===== src/rtl/fetch_ctrl.sv =====
// fetch_ctrl: fetch PC sequencer, sync-ROM latency skid, decode handshake.
// Optional macro FETCH_TRAP_EN: misaligned redirects trap to TRAP_PC.
module fetch_ctrl #(
   parameter logic [31:0] RESET_PC = 32'h0000_0000,
   parameter int unsigned AW       = 6,
   parameter logic [31:0] TRAP_PC  = 32'h0000_0080
) (
   input  logic          clk,
   input  logic          rst,
   input  logic          halt_req,
   input  logic          redirect_valid,
   input  logic [31:0]   redirect_pc,
   output logic          rom_en,
   output logic [AW-1:0] rom_addr,
   input  logic [31:0]   rom_data,
   output logic          inst_valid,
   input  logic          inst_ready,
   output logic [31:0]   inst,
   output logic [31:0]   inst_pc,
   output logic [31:0]   inst_npc,
   output logic          halted,
   output logic          misalign_err
);

   typedef enum logic [1:0] {
      BOOT = 2'd0,
      RUN  = 2'd1,
      HALT = 2'd2
   } state_t;

   state_t      state_q, state_d;
   logic [31:0] fpc_q, fpc_d;
   logic        req_v_q, req_v_d;
   logic [31:0] req_pc_q, req_pc_d;
   logic        skid_v_q, skid_v_d;
   logic [31:0] skid_inst_q, skid_inst_d;
   logic [31:0] skid_pc_q, skid_pc_d;
   logic        out_v_q, out_v_d;
   logic [31:0] out_inst_q, out_inst_d;
   logic [31:0] out_pc_q, out_pc_d;
   logic        mis_q, mis_d;

   logic        issue;
   logic        out_free;
   logic        squash;
   logic [31:0] tgt_pc;
   logic        tgt_mis;
   logic        unused_bits;

   assign unused_bits = ^{TRAP_PC, redirect_pc[1:0]};

   // Redirect target: trap or mask misaligned low bits.
   always_comb begin
      tgt_mis = 1'b0;
      tgt_pc  = {redirect_pc[31:2], 2'b00};
`ifdef FETCH_TRAP_EN
      tgt_mis = |redirect_pc[1:0];
      if (tgt_mis) begin
         tgt_pc = TRAP_PC;
      end
`endif
   end

   // Next-state logic for the BOOT/RUN/HALT sequencer.
   always_comb begin
      state_d = state_q;
      unique case (state_q)
         BOOT:    state_d = RUN;
         RUN:     if (halt_req) state_d = HALT;
         HALT:    if (!halt_req) state_d = RUN;
         default: state_d = BOOT;
      endcase
   end

   // Issue, response routing, skid and redirect squash.
   always_comb begin
      issue       = (state_q == RUN) && !skid_v_q && !redirect_valid;
      out_free    = !out_v_q || inst_ready;
      squash      = redirect_valid && (state_q != HALT);
      fpc_d       = fpc_q;
      req_v_d     = issue;
      req_pc_d    = req_pc_q;
      skid_v_d    = skid_v_q;
      skid_inst_d = skid_inst_q;
      skid_pc_d   = skid_pc_q;
      out_v_d     = out_v_q;
      out_inst_d  = out_inst_q;
      out_pc_d    = out_pc_q;
      mis_d       = 1'b0;

      if (issue) begin
         fpc_d    = fpc_q + 32'd4;
         req_pc_d = fpc_q;
      end

      if (out_free) begin
         if (skid_v_q) begin
            out_v_d    = 1'b1;
            out_inst_d = skid_inst_q;
            out_pc_d   = skid_pc_q;
            skid_v_d   = req_v_q;
            if (req_v_q) begin
               skid_inst_d = rom_data;
               skid_pc_d   = req_pc_q;
            end
         end else if (req_v_q) begin
            out_v_d    = 1'b1;
            out_inst_d = rom_data;
            out_pc_d   = req_pc_q;
         end else begin
            out_v_d = 1'b0;
         end
      end else if (req_v_q) begin
         if (!skid_v_q) begin
            skid_v_d    = 1'b1;
            skid_inst_d = rom_data;
            skid_pc_d   = req_pc_q;
         end else begin
            // Both slots full: drop the word and refetch it later.
            fpc_d = req_pc_q;
         end
      end

      if (redirect_valid) begin
         fpc_d = tgt_pc;
         mis_d = tgt_mis;
         if (squash) begin
            req_v_d  = 1'b0;
            skid_v_d = 1'b0;
            out_v_d  = 1'b0;
         end
      end
   end

   // State and datapath registers.
   always_ff @(posedge clk or posedge rst) begin
      if (rst) begin
         state_q     <= BOOT;
         fpc_q       <= RESET_PC;
         req_v_q     <= 1'b0;
         req_pc_q    <= 32'd0;
         skid_v_q    <= 1'b0;
         skid_inst_q <= 32'd0;
         skid_pc_q   <= 32'd0;
         out_v_q     <= 1'b0;
         out_inst_q  <= 32'd0;
         out_pc_q    <= 32'd0;
         mis_q       <= 1'b0;
      end else begin
         state_q     <= state_d;
         fpc_q       <= fpc_d;
         req_v_q     <= req_v_d;
         req_pc_q    <= req_pc_d;
         skid_v_q    <= skid_v_d;
         skid_inst_q <= skid_inst_d;
         skid_pc_q   <= skid_pc_d;
         out_v_q     <= out_v_d;
         out_inst_q  <= out_inst_d;
         out_pc_q    <= out_pc_d;
         mis_q       <= mis_d;
      end
   end

   assign rom_en       = issue;
   assign rom_addr     = fpc_q[AW+1:2];
   assign inst_valid   = out_v_q;
   assign inst         = out_inst_q;
   assign inst_pc      = out_pc_q;
   assign inst_npc     = out_pc_q + 32'd4;
   assign misalign_err = mis_q;
   assign halted       = (state_q == HALT) && !req_v_q
                         && !skid_v_q && !out_v_q;

endmodule


===== config.mk =====
export PLATFORM = sky130hd
export DESIGN_NAME = fetch_ctrl
export DESIGN_NICKNAME = d
export VERILOG_FILES = /design/src/rtl/fetch_ctrl.sv
export SDC_FILE = /design/constraint.sdc
export NUM_CORES = 1
export LEC_CHECK = 0
export ABC_CLOCK_PERIOD_IN_PS = 17000
export BUFFER_PORTS_ARGS = -buffer_cell sky130_fd_sc_hd__buf_2
export CAP_MARGIN = 0
export CORE_MARGIN = 2
export CORE_UTILIZATION = 60
export DETAILED_ROUTE_END_ITERATION = 7
export PLACE_DENSITY = 0.94
export SYNTH_ARGS = -nofsm -noshare
export SYNTH_HDL_FRONTEND = slang
export SYNTH_SLANG_ARGS = --single-unit

===== constraint.sdc =====
create_clock -name clk -period 17 [get_ports clk]
set_input_delay 0.85 -clock clk [delete_from_list [all_inputs] [get_ports clk]]
set_output_delay 0.85 -clock clk [all_outputs]
set_load 0.03 [all_outputs]

Word level (Yosys, flattened, before mapping)
Cells that the tools add are included.

Bits in registers: 197. Input port bits: 69.

$add $sub $neg: 2. Eq/ne operators: 8. Mux-type cells: 32. Reductions and logical operators: 17.

Operators with widths (count): $mux 32 (17); $add 32x3->32 const B (2); $mux 1 (12); $ne 2x2->1 const B (5); $logic_and 1x1->1 (6); $pmux 2 s3 (1); $logic_not 1->1 (4); $mux 2 (2); $reduce_and 2->1 (2); $reduce_and 4->1 (1); $reduce_bool 2->1 (2); $eq 2x1->1 const B (1); $eq 2x2->1 const B (1); $logic_not 2->1 (1); $ne 2x1->1 const B (1); $logic_or 1x1->1 (1).

Logic depth before layout (Yosys ltp)
Gate-level depths: netlist (run 1).

Depth in word-level cells: 8. Mapped depth: 8.

Worst setup path before layout (run 1)
No wires, ideal clock.

Path type: reg-to-output. Start point: reg out_pc_q[4] (netlist: inst_pc[4]). End point: out inst_npc[31]. Arrival time: 2.262 ns. Required time: 16.150 ns. Slack: 13.888 ns. Cell stages (with the launch flop): 7. Path buffers: 1. Path through: dfrtp_1 -> and4_1 -> clkbuf_1 -> nand3_1 -> nor4_1 -> nand4_1 -> xnor2_1.

Word-level cells in the longest chain between the ends: 1.

Ends and longest elaborated chain: start, declared (line 40) `logic [31:0] out_pc_q, out_pc_d;`; start signal, assigned (line 159) `out_pc_q <= out_pc_d;`; $add 32x3->32 (line 169) `assign inst_npc = out_pc_q + 32'd4;`; end, declared (line 20) `output logic [31:0] inst_npc,`.

No other way between the ends.

Final worst setup path (run 1)
Start point: reg out_pc_q[13] (netlist: inst_pc[13]). End point: out inst_npc[28].

Same word-level chain as after synthesis.

==> impl_metrics.env, run 1 <==
export IMPL_numCtsBuffers=17
export IMPL_cts_tree="done"
export IMPL_area_growth_syn_to_layout_pct=15.5
export IMPL_hold_ws_ns=0.475
export IMPL_fillers=1092
export IMPL_first_global_vias=7190
export IMPL_crit_reg2reg_launch="skid_v_q"
export IMPL_port_buffers=171
export IMPL_synth_area_leaders="dfrtp_1 (53%), nand2_1 (8.5%), mux2_2 (7.7%), mux2i_1 (7.2%), o21ai_0 (3.9%)"
export IMPL_grt_pass1_wl_um=35400
export IMPL_start_util_pct=61.4
export IMPL_cts_htree_levels=4
export IMPL_irDropWorstVdd_mv=0.0900
export IMPL_ctsHoldBuffers=0
export IMPL_route_detailed_drc=0
export IMPL_min_delay_path_depth=2
export IMPL_clockBufferDepth=2
export IMPL_grt_ovfl_total=0
export IMPL_antenna_found_initial=0
export IMPL_seq_area_mm2=0.00493
export IMPL_dr_first_iter_drc_count=619
export IMPL_post_drt_via_cell_ratio=5.81
export IMPL_postSynthCellCount=907
export IMPL_crit_type="register to output port"
export IMPL_rsz0062_at_grt="false"
export IMPL_r2r_cells=6
export IMPL_synth_largest_area_cell="dfrtp_1"
export IMPL_dpl_hpwl_um=14500
export IMPL_final_hold_viol_count=0
export IMPL_synth_distinct_cells=44
export IMPL_multi_input_area_mm2=0.00408
export IMPL_ios=175
export IMPL_synth_area_mm2=0.00934
export IMPL_slew_limit_headroom_pct=26.3
export IMPL_power_leakage_uw=0.00510
export IMPL_rows=45
export IMPL_ys_ff_latch=197
export IMPL_most_common_layout_cells="nand2_1 (211), dfrtp_1 (196), buf_2 (171)"
export IMPL_drive_above_1_share_pct=26.7
export IMPL_tightest_slew_ns=1.11
export IMPL_postCtsSetupBuffers=0
export IMPL_fin_crit_sh_pct=21.9
export IMPL_syn_num_nets=978
export IMPL_use_met2_pct=44.5
export IMPL_grt_max_degree=129
export IMPL_cellPowerDensity_mw_per_mm2=170
export IMPL_yosysSeqAreaShare_pct=52.8
export IMPL_final_nets=1115
export IMPL_cts_resized=0
export IMPL_max_freq_mhz=269
export IMPL_critPathRequiredTime_ns=16.15
export IMPL_min_period_ns=3.72
export IMPL_fin_skew_ns=0.00942
export IMPL_start_kind="register"
export IMPL_arrival_ns=2.87
export IMPL_totalPowerFinal_uw=1830
export IMPL_die_h_um=129
export IMPL_final_common_cell="nand2_1"
export IMPL_grt_use_met1_pct=35.9
export IMPL_final_max_slew_violation_count=0
export IMPL_min_from="inst[26]"
export IMPL_coreArea_mm2=0.0152
export IMPL_top_usage_layer="met2"
export IMPL_synth_top_cell_area_share_pct=52.8
export IMPL_die_x_um=129
export IMPL_ant_nets=0
export IMPL_place_gp_congestion=0.937
export IMPL_dieArea_mm2=0.0166
export IMPL_hold_path_class="register to register"
export IMPL_crit_fanout=5
export IMPL_dr_total_vias=7231
export IMPL_status="completed"
export IMPL_routed_wl_um=21800
export IMPL_cap_violations=0
export IMPL_syn_avg_cell_area_um2=10.3
export IMPL_cts_sinks=197
export IMPL_drt_pass1_iter_count=5
export IMPL_use_met3_pct=4.78
export IMPL_dp_cells=1213
export IMPL_setup_violations=0
export IMPL_layout_cells_non_filler=1245
export IMPL_path_clk_slew_ns=0.07
export IMPL_worst_skew_pair_late_latency_ns=0.44
export IMPL_fin_setup_tns_ns=0
export IMPL_yosysWarningCount=0
export IMPL_gr_usage_all_layers_pct=27.3
export IMPL_drt_wirelength_per_cell_um=17.5
export IMPL_end_kind="output port"
export IMPL_insertedDiodeCount=0
export IMPL_cts_root_buf="clkbuf_16"
export IMPL_startpoint="inst_pc[13]"
## cell usage after synthesis
cell type,n
buf_4,9
and3_1,12
or2_2,1
o221ai_2,1
nand2_1,212
or4_1,1
a311oi_1,1
o221ai_1,15
o31ai_1,1
or4b_1,1
nand2b_1,3
o21bai_1,1
a31oi_1,1
buf_1,7
nand3b_1,3
nor3_2,2
a21boi_0,1
mux2_2,64
xnor2_1,35
nor4_1,4
buf_2,1
a221oi_1,6
nand3_1,29
conb_1,1
nor3b_1,2
xor2_1,19
inv_1,16
buf_6,2
and4_1,3
dfrtp_1,197
or4_4,1
a21o_1,3
a22oi_1,1
clkbuf_1,43
ha_1,2
o21ai_0,73
nor2b_1,2
a21oi_1,7
nor2_1,24
mux2i_1,67
nor4_4,2
nor3_1,13
nand4_1,17
a211oi_1,1
## sequential cells by signal, indices dropped and copies added, names as in the netlist
name	count
fpc_q	32
inst	32
inst_pc	32
req_pc_q	32
skid_inst_q	32
skid_pc_q	32
state_q	2
inst_valid	1
req_v_q	1
skid_v_q	1
## layout make-up
cell class / instances / area share (%)
clock inverter: 10 / 0.940
timing repair buffer: 180 / 8.56
tap: 188 / 2.18
clock buffer: 22 / 4.12
multi-input combinational: 632 / 37.8
sequential: 197 / 45.8
inverter: 16 / 0.627
## cells by family (layout without fill, tap and decap cells)
| group | count (synthesis) | in the layout | synth area share [%] |
|---|---|---|---|
| AND/OR/NAND/NOR | 332 | 332 | 16.0 |
| flip-flops | 197 | 197 | 52.8 |
| multiplexers | 131 | 131 | 14.9 |
| AO/OA/AOI/OAI | 112 | 112 | 7.22 |
| buffers and inverters | 78 | 228 | 3.67 |
| XOR/XNOR | 54 | 54 | 5.07 |
| adder cells (fa/ha/maj) | 2 | 2 | 0.268 |
| other | 1 | 1 | 0.0402 |
## critical path, cell delays in order, from the launching register on
cell,delay (ns)
dfrtp_1,0.47
and3_1,0.27
nand3_1,0.19
nor4_1,0.84
nand3_1,0.19
xnor2_1,0.23
buf_2,0.23
## worst paths after layout
kind                                      to  slack [ns]
worst max-delay path            inst_npc[28]       13.28
worst min register to register      inst[26]        0.47
min in group asynchronous           inst[17]        0.61
max in group asynchronous        inst_pc[23]       15.00
worst min-delay path                inst[26]        0.47
worst max register to register     fpc_q[17]       14.25
## where the power goes
group	leakage, uW	total, uW	internal [uW]	switching [uW]
sequential	0.00249	815	649	166
combinational	0.00235	644	222	422
clock	0.000261	376	203	172
total	0.00510	1830	1070	760
## per-layer routing
metal / up-vias / part of all wire, %
li1: 3381 / -
met1: 3496 / 43
met2: 291 / 48
met3: 63 / 6.2
met4: 0 / 3.3
met5: - / 0
## through the flow
stage	worst slack, ns	area, um^2	util [%]
6_report	13.28	10800	70.9
5_1_grt	13.11	10800	70.9
4_1_cts	13.31	10800	70.9
3_5_place_dp	13.57	10200	67.3
3_3_place_gp	13.59	10200	67.3
2_1_floorplan	10.78	9340	-
No activity file was read; power rests on OpenSTA's default activity.
==> run 2, diff against run 1 <==
==> config.mk (replaced) <==
export PLATFORM = sky130hd
export DESIGN_NAME = fetch_ctrl
export DESIGN_NICKNAME = d
export VERILOG_FILES = /design/src/rtl/fetch_ctrl.sv
export SDC_FILE = /design/constraint.sdc
export NUM_CORES = 1
export LEC_CHECK = 0
export ABC_CLOCK_PERIOD_IN_PS = 3800
export BUFFER_PORTS_ARGS = -buffer_cell sky130_fd_sc_hd__buf_2
export CAP_MARGIN = 0
export CORE_MARGIN = 2
export CORE_UTILIZATION = 56
export DETAILED_ROUTE_END_ITERATION = 7
export PLACE_DENSITY = 0.89
export SYNTH_ARGS = -nofsm -noshare
export SYNTH_HDL_FRONTEND = slang
export SYNTH_SLANG_ARGS = --single-unit
==> constraint.sdc (replaced) <==
create_clock -name clk -period 3.8 [get_ports clk]
set_input_delay 0.19 -clock clk [delete_from_list [all_inputs] [get_ports clk]]
set_output_delay 0.19 -clock clk [all_outputs]
set_load 0.03 [all_outputs]
==> impl_metrics.env, run 2 (synthesis gave the netlist of run 1 again) <==
export IMPL_first_global_vias=7037
export IMPL_power_leakage_uw=0.00525
export IMPL_fin_skew_ns=0.00899
export IMPL_dr_total_vias=7386
export IMPL_cts_htree_levels=4
export IMPL_rows=47
export IMPL_clockBufferDepth=2
export IMPL_insertedDiodeCount=0
export IMPL_crit_slowest_cell="nor4_1"
export IMPL_die_x_um=133
export IMPL_arrival_ns=2.75
export IMPL_final_nets=1147
export IMPL_path_clk_slew_ns=0.07
export IMPL_cellPowerDensity_mw_per_mm2=737
export IMPL_status="completed"
export IMPL_min_from="rom_data[30]"
export IMPL_postCtsSetupBuffers=0
export IMPL_gr_usage_all_layers_pct=25.5
export IMPL_grt_max_degree=129
export IMPL_crit_reg2reg_launch="skid_v_q"
export IMPL_final_max_slew_violation_count=0
export IMPL_design_area_mm2=0.0112
export IMPL_cts_sinks=197
export IMPL_routed_wl_um=22000
export IMPL_crit_fanout=6
export IMPL_route_detailed_drc=0
export IMPL_dpl_hpwl_um=14500
export IMPL_crit_chain="and3_1 -> nand3_1 -> nor4_1 -> nand3_1 -> xnor2_1 -> buf_2"
export IMPL_antenna_found_initial=0
export IMPL_irDropWorstVdd_mv=0.382
export IMPL_place_area_mm2=0.0103
export IMPL_start_kind="register"
export IMPL_tightest_slew_ns=1.18
export IMPL_port_buffers=171
export IMPL_coreArea_mm2=0.0165
export IMPL_die_h_um=133
export IMPL_startpoint="inst_pc[11]"
export IMPL_post_drt_via_cell_ratio=5.64
export IMPL_dr_first_iter_drc_count=595
export IMPL_ant_nets=0
export IMPL_cp_slowest_stage_delay_ns=0.80
export IMPL_fin_setup_tns_ns=0
export IMPL_worst_slack_ns=0.858
export IMPL_setup_violations=0
export IMPL_numCtsBuffers=17
export IMPL_dieArea_mm2=0.0177
export IMPL_cap_violations=0
export IMPL_cts_resized=0
export IMPL_cts_root_buf="clkbuf_16"
export IMPL_ios=175
export IMPL_slew_limit_headroom_pct=21.3
export IMPL_final_common_cell="nand2_1"
export IMPL_max_freq_mhz=340
export IMPL_drive_above_1_share_pct=26.3
export IMPL_most_common_layout_cells="nand2_1 (211), dfrtp_1 (196), buf_2 (171)"
export IMPL_drt_wirelength_per_cell_um=16.8
export IMPL_final_hold_viol_count=0
export IMPL_rsz0062_at_grt="false"
export IMPL_hold_path_class="primary input to register"
export IMPL_end_kind="output port"
export IMPL_ctsHoldBuffers=30
export IMPL_min_period_ns=2.94
export IMPL_grt_pass1_wl_um=35900
export IMPL_cpMostUsedCell="nand3_1"
export IMPL_place_ws_ns=1.24
export IMPL_worst_skew_pair_late_latency_ns=0.43
export IMPL_cts_tree="done"
export IMPL_fin_crit_sh_pct=77.4
export IMPL_critPathRequiredTime_ns=3.61
export IMPL_crit_type="register to output port"
export IMPL_grt_ovfl_total=0
export IMPL_place_gp_congestion=0.926
export IMPL_area_growth_syn_to_layout_pct=19.8
export IMPL_start_util_pct=56.7
export IMPL_drt_pass1_iter_count=5
[run 2: worst max-delay path, delay by kind of cell, from the launching register on]
family                    cells  cell delay (ns)
xor gates and xnor gates      1             0.17
DFF                           1             0.48
buffers and inverters         1             0.21
and+or+nand+nor               4             1.46
[run 2: area by class of cell]
cell class	count	area (um^2)
Fill cell	1212	5290
Sequential cell	197	4930
Multi-Input combinational cell	632	4080
Timing Repair Buffer	212	1280
Clock buffer	21	450
Tap cell	220	275
Clock inverter	11	105
Inverter	16	63.8
[run 2: layer usage]
layer | vias up | track usage (%) | share of wire, %
li1 | 3452 | - | -
met1 | 3601 | 35.0 | 44
met2 | 284 | 40.8 | 47
met3 | 49 | 4.79 | 5.6
met4 | 0 | 9.99 | 2.8
met5 | - | 0 | 0
[run 2: worst paths after layout]
path                                   endpoint  slack (ns)  depth (start not counted)
worst max-delay path               inst_npc[28]        0.86                          6
worst min-delay path            skid_inst_q[30]        0.01                          2
worst max register to register        fpc_q[21]        1.20                          6
worst min register to register          inst[2]        0.48                          2
max in group asynchronous          req_pc_q[21]        2.81                          4
min in group asynchronous              inst[19]        0.50                          4
[run 2: through the flow]
step	util [%]	power (uW)	hold WS (ns)	cells
floorplan	-	5570	0.286	907
global route	67.9	8680	0.00526	1309
global placement	62.7	6380	0.394	1247
CTS	67.9	8260	0.000173	1309
finish	67.9	8240	0.0105	1309
detailed placement	62.7	6530	0.403	1247
[run 2: where the power goes]
part | internal (uW) | leakage, uW | switching (uW)
clock network | 922 | 0.000259 | 781
logic | 1020 | 0.00250 | 1880
registers | 2900 | 0.00249 | 731
==> run 3, diff against run 2 <==
==> config.mk (replaced) <==
export PLATFORM = sky130hd
export DESIGN_NAME = fetch_ctrl
export DESIGN_NICKNAME = d
export VERILOG_FILES = /design/src/rtl/fetch_ctrl.sv
export SDC_FILE = /design/constraint.sdc
export NUM_CORES = 1
export LEC_CHECK = 0
export ABC_AREA = 1
export ABC_CLOCK_PERIOD_IN_PS = 2700
export BUFFER_PORTS_ARGS = -buffer_cell sky130_fd_sc_hd__buf_2
export CAP_MARGIN = 0
export CORE_MARGIN = 2
export CORE_UTILIZATION = 51
export DETAILED_ROUTE_END_ITERATION = 7
export PLACE_DENSITY = 0.86
export SYNTH_ARGS = -nofsm -noshare
export SYNTH_HDL_FRONTEND = slang
export SYNTH_SLANG_ARGS = --single-unit
==> constraint.sdc (replaced) <==
create_clock -name clk -period 2.7 [get_ports clk]
set_input_delay 0.135 -clock clk [delete_from_list [all_inputs] [get_ports clk]]
set_output_delay 0.135 -clock clk [all_outputs]
set_load 0.03 [all_outputs]
==> impl_metrics.env, run 3 <==
export IMPL_final_hold_viol_count=0
export IMPL_synth_edf_count=0
export IMPL_cellPowerDensity_mw_per_mm2=1010
export IMPL_slew_limit_headroom_pct=30.2
export IMPL_fin_crit_sh_pct=87.3
export IMPL_clockBufferDepth=2
export IMPL_end_kind="output port"
export IMPL_path_clk_slew_ns=0.07
export IMPL_yosysWarningCount=0
export IMPL_most_common_layout_cells="nand2_1 (334), dfrtp_1 (197), buf_2 (171)"
export IMPL_synth_fa_ha_area_share_pct=0.252
export IMPL_synth_area_mm2=0.00991
export IMPL_grt_pass1_wl_um=41300
export IMPL_muxShareOfSynthArea_pct=3.86
export IMPL_dieArea_mm2=0.0206
export IMPL_cts_resized=0
export IMPL_cp_num_buf_inv=2
export IMPL_synth_top_cell_area_share_pct=49.7
export IMPL_min_period_ns=2.36
export IMPL_ant_nets=0
export IMPL_drt_pass1_iter_count=5
export IMPL_synth_top_family_by_area="simple AND/OR/NAND/NOR gates"
export IMPL_cap_violations=0
export IMPL_gr_usage_all_layers_pct=25.5
export IMPL_die_x_um=143
export IMPL_place_gp_congestion=0.917
export IMPL_r2r_slack_ns=0.68
export IMPL_port_buffers=171
export IMPL_setup_violations=0
export IMPL_cp_depth=7
export IMPL_dr_total_vias=8807
export IMPL_critPathRequiredTime_ns=2.57
export IMPL_numCtsBuffers=17
export IMPL_route_detailed_drc=0
export IMPL_post_drt_via_cell_ratio=5.28
export IMPL_synth_compound_area_share_pct=11.1
export IMPL_cts_tree="done"
export IMPL_area_growth_syn_to_layout_pct=22.7
export IMPL_crit_fanout=4
export IMPL_synth_distinct_cells=41
export IMPL_ys_ff_latch=197
export IMPL_place_area_mm2=0.0109
export IMPL_drive_above_1_share_pct=20.7
export IMPL_synth_commonest_cells="nand2_1 (334), dfrtp_1 (197), inv_1 (114), o21ai_0 (113), nor2_1 (87)"
export IMPL_fin_skew_ns=0.00985
export IMPL_first_global_vias=8334
export IMPL_startpoint="inst_pc[4]"
export IMPL_die_h_um=143
export IMPL_arrival_ns=2.22
export IMPL_cts_sinks=197
export IMPL_routed_wl_um=25800
export IMPL_crit_type="register to output port"
export IMPL_synthXorXnorAreaFrac_pct=3.36
export IMPL_synth_largest_area_cell="dfrtp_1"
export IMPL_max_freq_mhz=424
export IMPL_grt_ovfl_total=0
export IMPL_design_area_mm2=0.0122
export IMPL_start_util_pct=52.5
export IMPL_rows=50
export IMPL_ys_async_sr_fraction_pct=100
export IMPL_final_common_cell="nand2_1"
export IMPL_yosysSeqAreaShare_pct=49.7
export IMPL_syn_avg_cell_area_um2=8.31
export IMPL_irDropWorstVdd_mv=0.499
export IMPL_grt_max_degree=113
export IMPL_cts_root_buf="clkbuf_16"
export IMPL_power_leakage_uw=0.00599
export IMPL_start_kind="register"
export IMPL_rsz0062_at_grt="false"
export IMPL_ios=175
export IMPL_dr_first_iter_drc_count=811
export IMPL_ctsHoldBuffers=64
export IMPL_status="completed"
export IMPL_cts_htree_levels=4
export IMPL_coreArea_mm2=0.0189
export IMPL_tightest_slew_ns=1.05
export IMPL_postSynthCellCount=1192
export IMPL_worst_r2r_endpoint="skid_pc_q[31]"
export IMPL_worst_skew_pair_late_latency_ns=0.44
export IMPL_synth_area_leaders="dfrtp_1 (50%), nand2_1 (13%), o21ai_0 (5.7%), inv_1 (4.3%), mux2_2 (3.9%)"
export IMPL_synthFlopType="dfrtp_1"
export IMPL_cp_slowest_stage_delay_ns=0.41
export IMPL_syn_num_nets=1263
export IMPL_crit_chain="inv_1 -> nor3_1 -> nand2_1 -> nor2_1 -> nand4_1 -> xor2_1 -> buf_2"
export IMPL_antenna_found_initial=0
export IMPL_yosys_area_share_simple_pct=23.6
export IMPL_crit_reg2reg_launch="skid_v_q"
export IMPL_fin_setup_tns_ns=0
export IMPL_r2r_cells=5
export IMPL_final_max_slew_violation_count=0
export IMPL_drt_wirelength_per_cell_um=15.5
export IMPL_hold_path_class="primary input to register"
export IMPL_yosysMostFrequentCell="nand2_1"
export IMPL_crit_slowest_cell="dfrtp_1"
export IMPL_crit_family="simple AND/OR/NAND/NOR gates"
export IMPL_final_nets=1465
export IMPL_critPathCapture="inst_npc[25]"
export IMPL_dpl_hpwl_um=16900
export IMPL_postCtsSetupBuffers=0
## run 3: cell types whose count changed after synthesis, sizes merged, moves of 23 or more
cell / change
nand2: +128
a31oi: +38
nor2: +78
o21ai: +52
xnor2: -34
inv: +101
nand3: +23
mux2: -30
mux2i: -67
## run 3: report_power, final
group / internal (uW) / switching (uW)
registers: 4080 / 977
clock network: 1290 / 1180
logic: 1500 / 3200
total: 6870 / 5360
## run 3: final cells by class
type	instances	area, um^2
flip-flops and latches	197	4930
clock buffers	17	425
repair buffers	250	1670
fillers	1521	6730
well taps	260	325
clock inverters	15	150
inverters	119	455
multi-input cells	809	4200
diodes	1	2.50
## run 3: stage by stage
step           setup WS, ns  hold WS, ns  utilization (%)  total power [uW]  std cells
2_1_floorplan        0.0186        0.231                -              8160       1192
5_1_grt               0.129        0.127             64.4             12900       1667
4_1_cts               0.313       0.0602             64.4             12200       1667
6_report              0.342       0.0688             64.4             12200       1668
3_3_place_gp          0.765       0.0188             57.9              9420       1571
3_5_place_dp          0.689       0.0242             57.9              9600       1571
## run 3: how the worst min path moves through the flow
stage,to,startpoint,cells after the start,slack [ns]
6_report,inst_valid,inst_ready,4,0.07
5_1_grt,inst_valid,inst_ready,4,0.13
4_1_cts,inst_valid,inst_ready,4,0.06
3_5_place_dp,inst[4],rst,2,0.02
3_3_place_gp,inst[4],rst,2,0.02
2_1_floorplan,state_q[0],halt_req,1,0.23
## run 3: worst register-to-register path, delay by kind of cell (launching register included)
kind                   cells  cell delay (ns)
AO/OA/AOI/OAI              2             0.38
buffers and inverters      2             0.53
flip-flops                 1             0.46
AND/OR/NAND/NOR            1             0.56
## run 3: cell families after synthesis
group,count (synthesis)
DFF,197
and+or+nand+nor,536
muxes,34
adders and majority gates,2
AOI/OAI and AO/OA,198
buffers and inverters,186
xor gates and xnor gates,38
other,1
## run 3: metal layers
metal	up-vias	track usage (%)	part of all wire, %
li1	4268	-	-
met1	4136	35.2	45
met2	346	39.8	46
met3	57	3.97	6.0
met4	0	11.6	3.1
met5	-	0	0
